[src/rtl/frame_timing_pkg.sv]
// frame_timing_pkg: shared defaults, types and period clamp helper for the frame timing generator
// Contents: DEF_CNT_W / DEF_PERIOD defaults, OVR_W overrun counter width, count_t, clamp_period()
package frame_timing_pkg;
   localparam int DEF_CNT_W = 19;
   localparam int DEF_PERIOD = 450000;
   localparam int OVR_W = 8;
   typedef logic [DEF_CNT_W-1:0] count_t;
   function automatic logic [31:0] clamp_period(input logic [31:0] p);
      return (p < 32'd2) ? 32'd2 : p;
   endfunction
endpackage

[src/rtl/frame_cmp_channel.sv]
// frame_cmp_channel: one compare point, pulses for one cycle when an advance loads count with cmp_val
// Ports: clk, reset_n (async, active-low), advance, next_count, cmp_val in; cmp_pulse out (registered)
module frame_cmp_channel
   import frame_timing_pkg::*;
#(
   parameter int CNT_W = DEF_CNT_W
) (
   input  logic             clk,
   input  logic             reset_n,
   input  logic             advance,
   input  logic [CNT_W-1:0] next_count,
   input  logic [CNT_W-1:0] cmp_val,
   output logic             cmp_pulse
);
   // count never reaches the active period, so values at or above it can never match
   always_ff @(posedge clk or negedge reset_n)
      if (!reset_n) cmp_pulse <= 1'b0;
      else cmp_pulse <= advance && (next_count == cmp_val);
endmodule

[src/rtl/frame_timing_gen.sv]
// frame_timing_gen: prescaled frame counter with shadowed period, held frame request, overrun tracking and compare pulses
// Ports in: clk, reset_n (async, active-low), en, tick_en, period_wr, period_in, frame_ack, clr_overrun, cmp_val
// Ports out: frame_req, cmp_pulse, count, frame_num, overrun, overrun_cnt (all registered)
module frame_timing_gen
   import frame_timing_pkg::*;
#(
   parameter int CNT_W = DEF_CNT_W,
   parameter int DEFAULT_PERIOD = DEF_PERIOD,
   parameter int NUM_CH = 2,
   parameter int FN_W = 16
) (
   input  logic                    clk,
   input  logic                    reset_n,
   input  logic                    en,
   input  logic                    tick_en,
   input  logic                    period_wr,
   input  logic [CNT_W:0]          period_in,
   input  logic                    frame_ack,
   input  logic [NUM_CH*CNT_W-1:0] cmp_val,
   input  logic                    clr_overrun,
   output logic                    frame_req,
   output logic [NUM_CH-1:0]       cmp_pulse,
   output logic [CNT_W-1:0]        count,
   output logic [FN_W-1:0]         frame_num,
   output logic                    overrun,
   output logic [OVR_W-1:0]        overrun_cnt
);
   logic             advance, wrap, ovr_evt, pend_v;
   logic [CNT_W-1:0] next_count;
   logic [CNT_W:0]   period, pend;
   assign advance = en && tick_en;
   assign wrap = advance && ({1'b0, count} == period - 1'b1);
   assign next_count = wrap ? '0 : count + 1'b1;
   assign ovr_evt = wrap && frame_req && !frame_ack;
   always_ff @(posedge clk or negedge reset_n) begin
      if (!reset_n) begin
         count <= '0;
         period <= (CNT_W+1)'(DEFAULT_PERIOD);
         pend <= '0;
         pend_v <= 1'b0;
         frame_req <= 1'b1;
         frame_num <= '0;
         overrun <= 1'b0;
         overrun_cnt <= '0;
      end else begin
         if (advance) count <= next_count;
         if (wrap) frame_num <= frame_num + 1'b1;
         if (wrap && pend_v) period <= pend;
         // a write on the boundary cycle becomes the next pending value, not the one just applied
         if (en && period_wr) begin
            pend <= (CNT_W+1)'(clamp_period(32'(period_in)));
            pend_v <= 1'b1;
         end else if (wrap) pend_v <= 1'b0;
         if (wrap) frame_req <= 1'b1;
         else if (frame_ack) frame_req <= 1'b0;
         // a missed frame outranks a simultaneous clear
         if (ovr_evt) begin
            overrun <= 1'b1;
            overrun_cnt <= clr_overrun ? OVR_W'(1) : (&overrun_cnt ? overrun_cnt : overrun_cnt + 1'b1);
         end else if (clr_overrun) begin
            overrun <= 1'b0;
            overrun_cnt <= '0;
         end
      end
   end
   for (genvar i = 0; i < NUM_CH; i++) begin : g_ch
      frame_cmp_channel #(.CNT_W(CNT_W)) u_ch (
         .clk        (clk),
         .reset_n    (reset_n),
         .advance    (advance),
         .next_count (next_count),
         .cmp_val    (cmp_val[i*CNT_W +: CNT_W]),
         .cmp_pulse  (cmp_pulse[i])
      );
   end
endmodule

[config.mk]
export PLATFORM = sky130hd
export DESIGN_NAME = frame_timing_gen
export DESIGN_NICKNAME = d
export VERILOG_FILES = /design/src/rtl/frame_timing_pkg.sv /design/src/rtl/frame_cmp_channel.sv /design/src/rtl/frame_timing_gen.sv
export SDC_FILE = /design/constraint.sdc
export NUM_CORES = 1
export LEC_CHECK = 0
export CAP_MARGIN = 20
export CORE_MARGIN = 10
export CORE_UTILIZATION = 56
export CTS_CLUSTER_DIAMETER = 40
export CTS_CLUSTER_SIZE = 20
export DETAILED_ROUTE_END_ITERATION = 10
export HOLD_SLACK_MARGIN = 0.1
export PLACE_DENSITY_LB_ADDON = 0.25
export RECOVER_POWER = 100
export SLEW_MARGIN = 20
export SYNTH_ARGS = -nofsm -noshare
export SYNTH_HDL_FRONTEND = slang
export SYNTH_HIERARCHICAL = 1
export SYNTH_SLANG_ARGS = --single-unit
[constraint.sdc]
create_clock -name clk -period 9.7 [get_ports clk]
set_input_delay 1.94 -clock clk [delete_from_list [all_inputs] [get_ports clk]]
set_output_delay 1.94 -clock clk [all_outputs]
set_load 0.02 [all_outputs]
==> reports/qor.csv, run 1 <==
stage,metric,value,unit
critical_path,crit_required,9.98,ns
die,die_area,14120,µm²
final_layout,final_area,6724,µm²
placed_design,dp_slack,3.405,ns
die,die_h,118.8,µm
logic_synthesis,ys_ff_latch,88,
clocking,cts.path.max_buffers,2,
critical_path,crit_family,simple AND/OR/NAND/NOR gates,
routing,routedWlPerCell,18.96,µm
sta,hold_viol,0,
clocking,clk_pin_slew,0.09,ns
final_layout,utilization,69.76,%
final_layout,fin_nets,724,
critical_path,endpoint_kind,flop,
sta,fmax,147.9,MHz
placed_design,portBuffers,111,
sta,worst_slew_pin_slew,4.502,ns
placed_design,globalplace.congestion,0.8995,
logic_synthesis,avgSynthCellArea,9.714,µm²
sta,drv_slew,122,
die,die_w,118.8,µm
logic_synthesis,syn-num-nets,632,
critical_path,cp_slowest_cell,clkbuf_1,
final_layout,syn2layout_area_growth,22.95,%
placed_design,place_inst,777,
clocking,cts_buffers,9,
routing,avgViaCountPerCell,5.889,
global_route,grt_pass1_wl,24.14,mm
routing,antenna_left,0,
sta,finalSetupTns,0,ns
clocking,clock-sinks,88,
clocking,clock_insertion_delay_worst_skew,0.37,ns
clocking,htreeDepth,3,
clocking,cts_tree,built,
final_layout,num_antenna_cells,0,
outcome,outcome,finished with violations,
routing,wirelength,15.01,mm
critical_path,path_class,primary input to flop,
final_layout,mostFrequentLayoutCells,"dfrtp_1 (76), clkdlybuf4s50_1 (61), dlygate4sd3_1 (49)",
final_layout,layout-drive-gt1-share,9.105,%
routing,drt_iter0_drc,325,
power,swShare,28.28,%
sta,whs,0.4667,ns
routing,firstDrtPassIters,5,
final_layout,final_common_cell,dfrtp_1,
logic_synthesis,yosys_most_used_dff,dfrtp_1,
power,internal_power,0.6008,mW
die,start_util,56.74,%
critical_path,critPathMaxFanout,34,
critical_path,crit_chain,dlygate4sd3_1 > nand2_1 > inv_1 > nand4_1 > or4_1 > nand3b_1 > nor4_1 > clkbuf_1 > nor2_1 > xor2_1 > nor4_1 > nand3_1 > nor3_1,
clocking,cts_resized,0,
power,clkPwrFrac,31.7,%
global_route,grt-ovfl-total,0,
hold_path,hold_class,flop to flop,
critical_path,arrival,7.04,ns
placed_design,place_area,6625,µm²
logic_synthesis,synthArstFlopShare,100.0,%
placed_design,dp.final_hpwl,11.49,mm
power,power_leakage,2.850,nW
sta,fin_ws,2.939,ns
critical_path,cp_common_cell,nor4_1,
power,p_sw,0.2369,mW
logic_synthesis,ys_types,55,
job,drv_cap,3,
clocking,post_cts_buffers,0,
outcome,violations,"capacitance limit, slew limit",
critical_path,max_stage_delay,1.12,ns
critical_path,crit_buf_inv,3,
clocking,cts_hold_buf,0,
power,power_density,124.6,nW/µm²
power,seqPwrFrac,49.6,%
sta,period_share,69.71,%
sta,post-route-min-period,6.761,ns
logic_synthesis,yosysWarnings,6,
final_layout,fin_cells,792,
global_route,grt_usage,20.93,%
sta,rsz0062_at_grt,false,
logic_synthesis,seq_area_frac_synth,40.54,%
die,rows,36,
power,ir_worst_vdd,0.09122,mV
die,core_area,9639,µm²
critical_path,cp-start-kind,primary input,
sta,relSlewSlack,-200.1,%
logic_synthesis,synthCells,563,
sta,clock_skew,0.01339,ns
global_route,grt_pass1_vias,4705,
clocking,root_buffer,clkbuf_8,
global_route,grt_max_degree,89,
logic_synthesis,synth_area,5469,µm²
routing,vias,4664,
logic_synthesis,synth_edf_count,0,
power,finalPower,0.8377,mW
sta,setup_viol,0,
power,power_frac_comb,18.7,%
die,io_pins,112,
global_route,antenna_found_initial,0,
routing,drc,0,
[synth_stat cells, drive strengths merged (2+ instances only)]
cell / number / share of area [%]
a31oi: 7 / 0.80
inv: 15 / 1.0
nand3: 19 / 1.7
a211oi: 2 / 0.27
mux2: 40 / 9.6
xor2: 42 / 6.7
or2: 4 / 0.46
nand4b: 2 / 0.32
xnor2: 46 / 7.4
ha: 4 / 0.92
dfstp: 12 / 5.8
or3: 4 / 0.46
nand2: 31 / 2.1
nand3b: 5 / 0.69
or4: 16 / 2.3
nor3: 21 / 2.1
a31o: 2 / 0.32
nor3b: 2 / 0.27
nor4b: 3 / 0.48
and3: 14 / 1.6
o31ai: 4 / 0.55
nor4: 21 / 2.4
nand4: 23 / 2.6
o21ai: 23 / 2.1
a21boi: 2 / 0.27
a21oi: 10 / 0.92
dfrtp: 76 / 35
o41ai: 2 / 0.32
o31a: 2 / 0.32
buf: 6 / 0.82
clkbuf: 25 / 1.7
a211o: 2 / 0.32
nor2: 42 / 2.9
nand2b: 8 / 0.92
nor2b: 4 / 0.46
mux2i: 2 / 0.37
o22ai: 7 / 0.80
and2: 2 / 0.23
[final timing paths]
kind                                from                endpoint  slack [ns]  cells after the start
hold / removal             frame_num[15]           frame_num[15]        0.47                      1
hold reg to reg            frame_num[15]           frame_num[15]        0.47                      1
setup reg to reg               period[0]  g_ch[0].u_ch/cmp_pulse        4.49                     13
max in group asynchronous        reset_n               period[9]        4.02                      1
setup / recovery                      en  g_ch[0].u_ch/cmp_pulse        2.94                     13
min in group asynchronous        reset_n          overrun_cnt[3]        3.16                      1
[worst register-to-register path, delay by kind of cell, from the launching register on]
kind / cells / cell delay, ns
adders and majority gates: 1 / 0.26
xor gates and xnor gates: 1 / 0.25
AOI/OAI and AO/OA: 1 / 0.34
buffers and inverters: 2 / 1.21
muxes: 1 / 0.32
DFF: 1 / 0.47
and+or+nand+nor: 7 / 2.26
[power groups by stage]
stage / logic (mW) / registers [mW] / clock network, mW
after detailed placement: 0.161 / 0.422 / 0
final: 0.157 / 0.415 / 0.266
after global routing: 0.172 / 0.417 / 0.284
after CTS: 0.162 / 0.415 / 0.270
after global placement: 0.156 / 0.420 / 0
after floorplan: 0.0833 / 0.421 / 0
[area by class of cell]
class	count	area, µm²
tap	133	166.4
clock inverter	4	52.55
fill	788	2915
inverter	15	56.30
multi-input combinational	429	2972
timing repair buffer	112	1109
clock buffer	11	151.4
sequential	88	2217
[per-layer routing]
layer  vias to the layer above  routed length [µm]  GRT usage [%]
met4                         0                 433          9.313
li1                       2216                   -              -
met5                         -                   0              0
met2                       175                7090          34.77
met1                      2244                6704          26.06
met3                        29                 785          3.826
[registers in the layout, indices dropped and copies added (netlist names)]
register and count:
overrun_cnt 8, pend 20, count 19, g_ch.u_ch/cmp_pulse 2
frame_req 1, frame_num 16, overrun 1, period 20
pend_v 1
[cells by family after synthesis]
family          share of synthesized area, %
simple gates                           22.95
xor+xnor                               14.09
flops                                  40.54
compound gates                         7.962
buf+inv                                3.569
mux                                    9.975
fa+ha+maj                             0.9152
Power figures use the tool's default switching activity.
==> run 2: changes to the inputs <==
--- a/config.mk
+++ b/config.mk
@@ -7,7 +7,7 @@
 export LEC_CHECK = 0
 export CAP_MARGIN = 20
 export CORE_MARGIN = 10
-export CORE_UTILIZATION = 56
+export CORE_UTILIZATION = 47
 export CTS_CLUSTER_DIAMETER = 40
 export CTS_CLUSTER_SIZE = 20
 export DETAILED_ROUTE_END_ITERATION = 10
==> constraint.sdc (replaced) <==
create_clock -name clk -period 5.81 [get_ports clk]
set_input_delay 1.162 -clock clk [delete_from_list [all_inputs] [get_ports clk]]
set_output_delay 1.162 -clock clk [all_outputs]
set_load 0.02 [all_outputs]
==> reports/qor.csv, run 2 (synthesis gave the netlist of run 1 again) <==
stage,metric,value,unit
clocking,cts_buffers,9,
routing,drt_iter0_drc,444,
sta,worst_slew_pin_slew,3.806,ns
final_layout,layout-drive-gt1-share,8.761,%
clocking,root_buffer,clkbuf_16,
final_layout,fill_cells,998,
clocking,cts_tree,built,
die,die_h,127.9,µm
global_route,grt-ovfl-total,0,
hold_path,hold_class,flop to flop,
die,core_area,11420,µm²
routing,avgViaCountPerCell,5.757,
critical_path,arrival,5.19,ns
outcome,violations,"capacitance limit, slew limit",
hold_path,hold-path-cell-count,1,
clocking,cts_hold_buf,0,
power,power_leakage,2.906,nW
sta,post-route-min-period,4.926,ns
power,power_density,221.0,nW/µm²
critical_path,cp-start-kind,primary input,
clocking,post_cts_buffers,0,
placed_design,globalplace.congestion,0.9125,
die,io_pins,112,
global_route,grt_usage,18.33,%
final_layout,reg.largest.list,"pend: 20 flops, period: 20 flops, count: 19 flops",
sta,finalSetupTns,0,ns
critical_path,r2r_cells,13,
clocking,cts.path.max_buffers,2,
final_layout,mostFrequentLayoutCells,"dfrtp_1 (76), clkdlybuf4s50_1 (62), dlygate4sd3_1 (48)",
outcome,outcome,finished with violations,
sta,relSlewSlack,-153.8,%
placed_design,dp.final_hpwl,11.39,mm
global_route,grt_max_degree,89,
power,ir_worst_vdd,0.1664,mV
clocking,clk_pin_slew,0.06,ns
critical_path,crit_required,6.08,ns
critical_path,cp_common_cell,nor4_1,
clocking,htreeDepth,3,
routing,drc,0,
critical_path,critPathMaxFanout,18,
routing,met2_length,6.926,mm
routing,vias,4634,
placed_design,dp_slack,0.8502,ns
sta,fin_ws,0.8842,ns
routing,wl_met1,6.905,mm
routing,wl_met3,894,µm
critical_path,path_class,primary input to flop,
critical_path,cp_slowest_cell,nor4_1,
power,finalPower,1.515,mW
global_route,antenna_found_initial,0,
routing,wirelength,15.08,mm
critical_path,crit_chain,dlygate4sd3_1 > nand2_1 > inv_1 > nand4_1 > or4_1 > nand3b_1 > nor4_1 > buf_4 > nor2_1 > xor2_1 > nor4_1 > nand3_1 > nor3_2,
die,die_w,127.9,µm
critical_path,max_stage_delay,0.77,ns
die,die_area,16350,µm²
clocking,cts_resized,0,
final_layout,fin_nets,727,
sta,fmax,203.0,MHz
final_layout,num_antenna_cells,0,
final_layout,syn2layout_area_growth,25.33,%
global_route,grt_pass1_wl,24.49,mm
die,start_util,47.90,%
sta,period_share,84.78,%
final_layout,final_common_cell,dfrtp_1,
sta,clock_skew,0.006523,ns
sta,rsz0062_at_grt,false,
final_layout,utilization,60.03,%
clocking,clock-sinks,88,
job,drv_cap,1,
sta,setup_viol,0,
routing,topRoutingLayerUsed,met4,
die,rows,39,
routing,firstDrtPassIters,5,
placed_design,portBuffers,111,
sta,drv_slew,89,
routing,antenna_left,0,
critical_path,endpoint_kind,flop,
routing,routedWlPerCell,18.73,µm
clocking,clock_insertion_delay_worst_skew,0.34,ns
global_route,grt_pass1_vias,4655,
sta,hold_viol,0,
## run 2: changes by cell type in the layout (fill, tap and decap cells not counted), sizes merged
| cell | delta |
|---|---|
| dlygate4sd3 | -1 |
| buf | +3 |
| clkinvlp | +1 |
| clkdlybuf4s50 | +1 |
| dlygate4sd2 | +1 |
| inv | -1 |
| clkbuf | -1 |
## run 2: cell type report
type | instances | area [µm²] | area share [%]
Clock buffer | 11 | 232.7 | 3.395
Inverter | 15 | 56.30 | 0.8215
Multi-Input combinational cell | 429 | 2985 | 43.56
Tap cell | 143 | 178.9 | 2.610
Timing Repair Buffer | 115 | 1136 | 16.58
Sequential cell | 88 | 2217 | 32.35
Clock inverter | 4 | 47.55 | 0.6937
## run 2: worst max-delay path: cells and delay by family
kind,cells,cell delay [ns]
XOR/XNOR,1,0.15
buffers and inverters,3,1.28
AND/OR/NAND/NOR,9,2.59
## run 2: stage by stage
stage | instance area [µm²] | hold WS (ns) | instances
after floorplan | 5469 | 0.4487 | 563
after CTS | 6940 | 0.4999 | 805
after detailed placement | 6660 | 0.4747 | 790
final | 6854 | 0.4827 | 805
after global placement | 6660 | 0.4773 | 790
after global routing | 6854 | 0.4975 | 805
## run 2: final timing paths
kind	start	endpoint	slack, ns
worst max-delay path	en	g_ch[0].u_ch/cmp_pulse	0.88
worst min-delay path	frame_num[15]	frame_num[15]	0.48
worst max register to register	period[0]	g_ch[0].u_ch/cmp_pulse	1.07
worst min register to register	frame_num[15]	frame_num[15]	0.48
max in group asynchronous	reset_n	count[5]	1.34
min in group asynchronous	reset_n	count[10]	2.28
## run 2: power by group
part / switching (mW) / internal (mW)
clock network: 0.231 / 0.329
registers: 0.0461 / 0.648
logic: 0.125 / 0.135
## run 2: layer usage
metal  vias to the layer above  GRT usage [%]
met2                       156          28.50
met3                        23          3.515
met1                      2227          24.47
met5                         -              0
met4                         0          7.483
li1                       2228              -
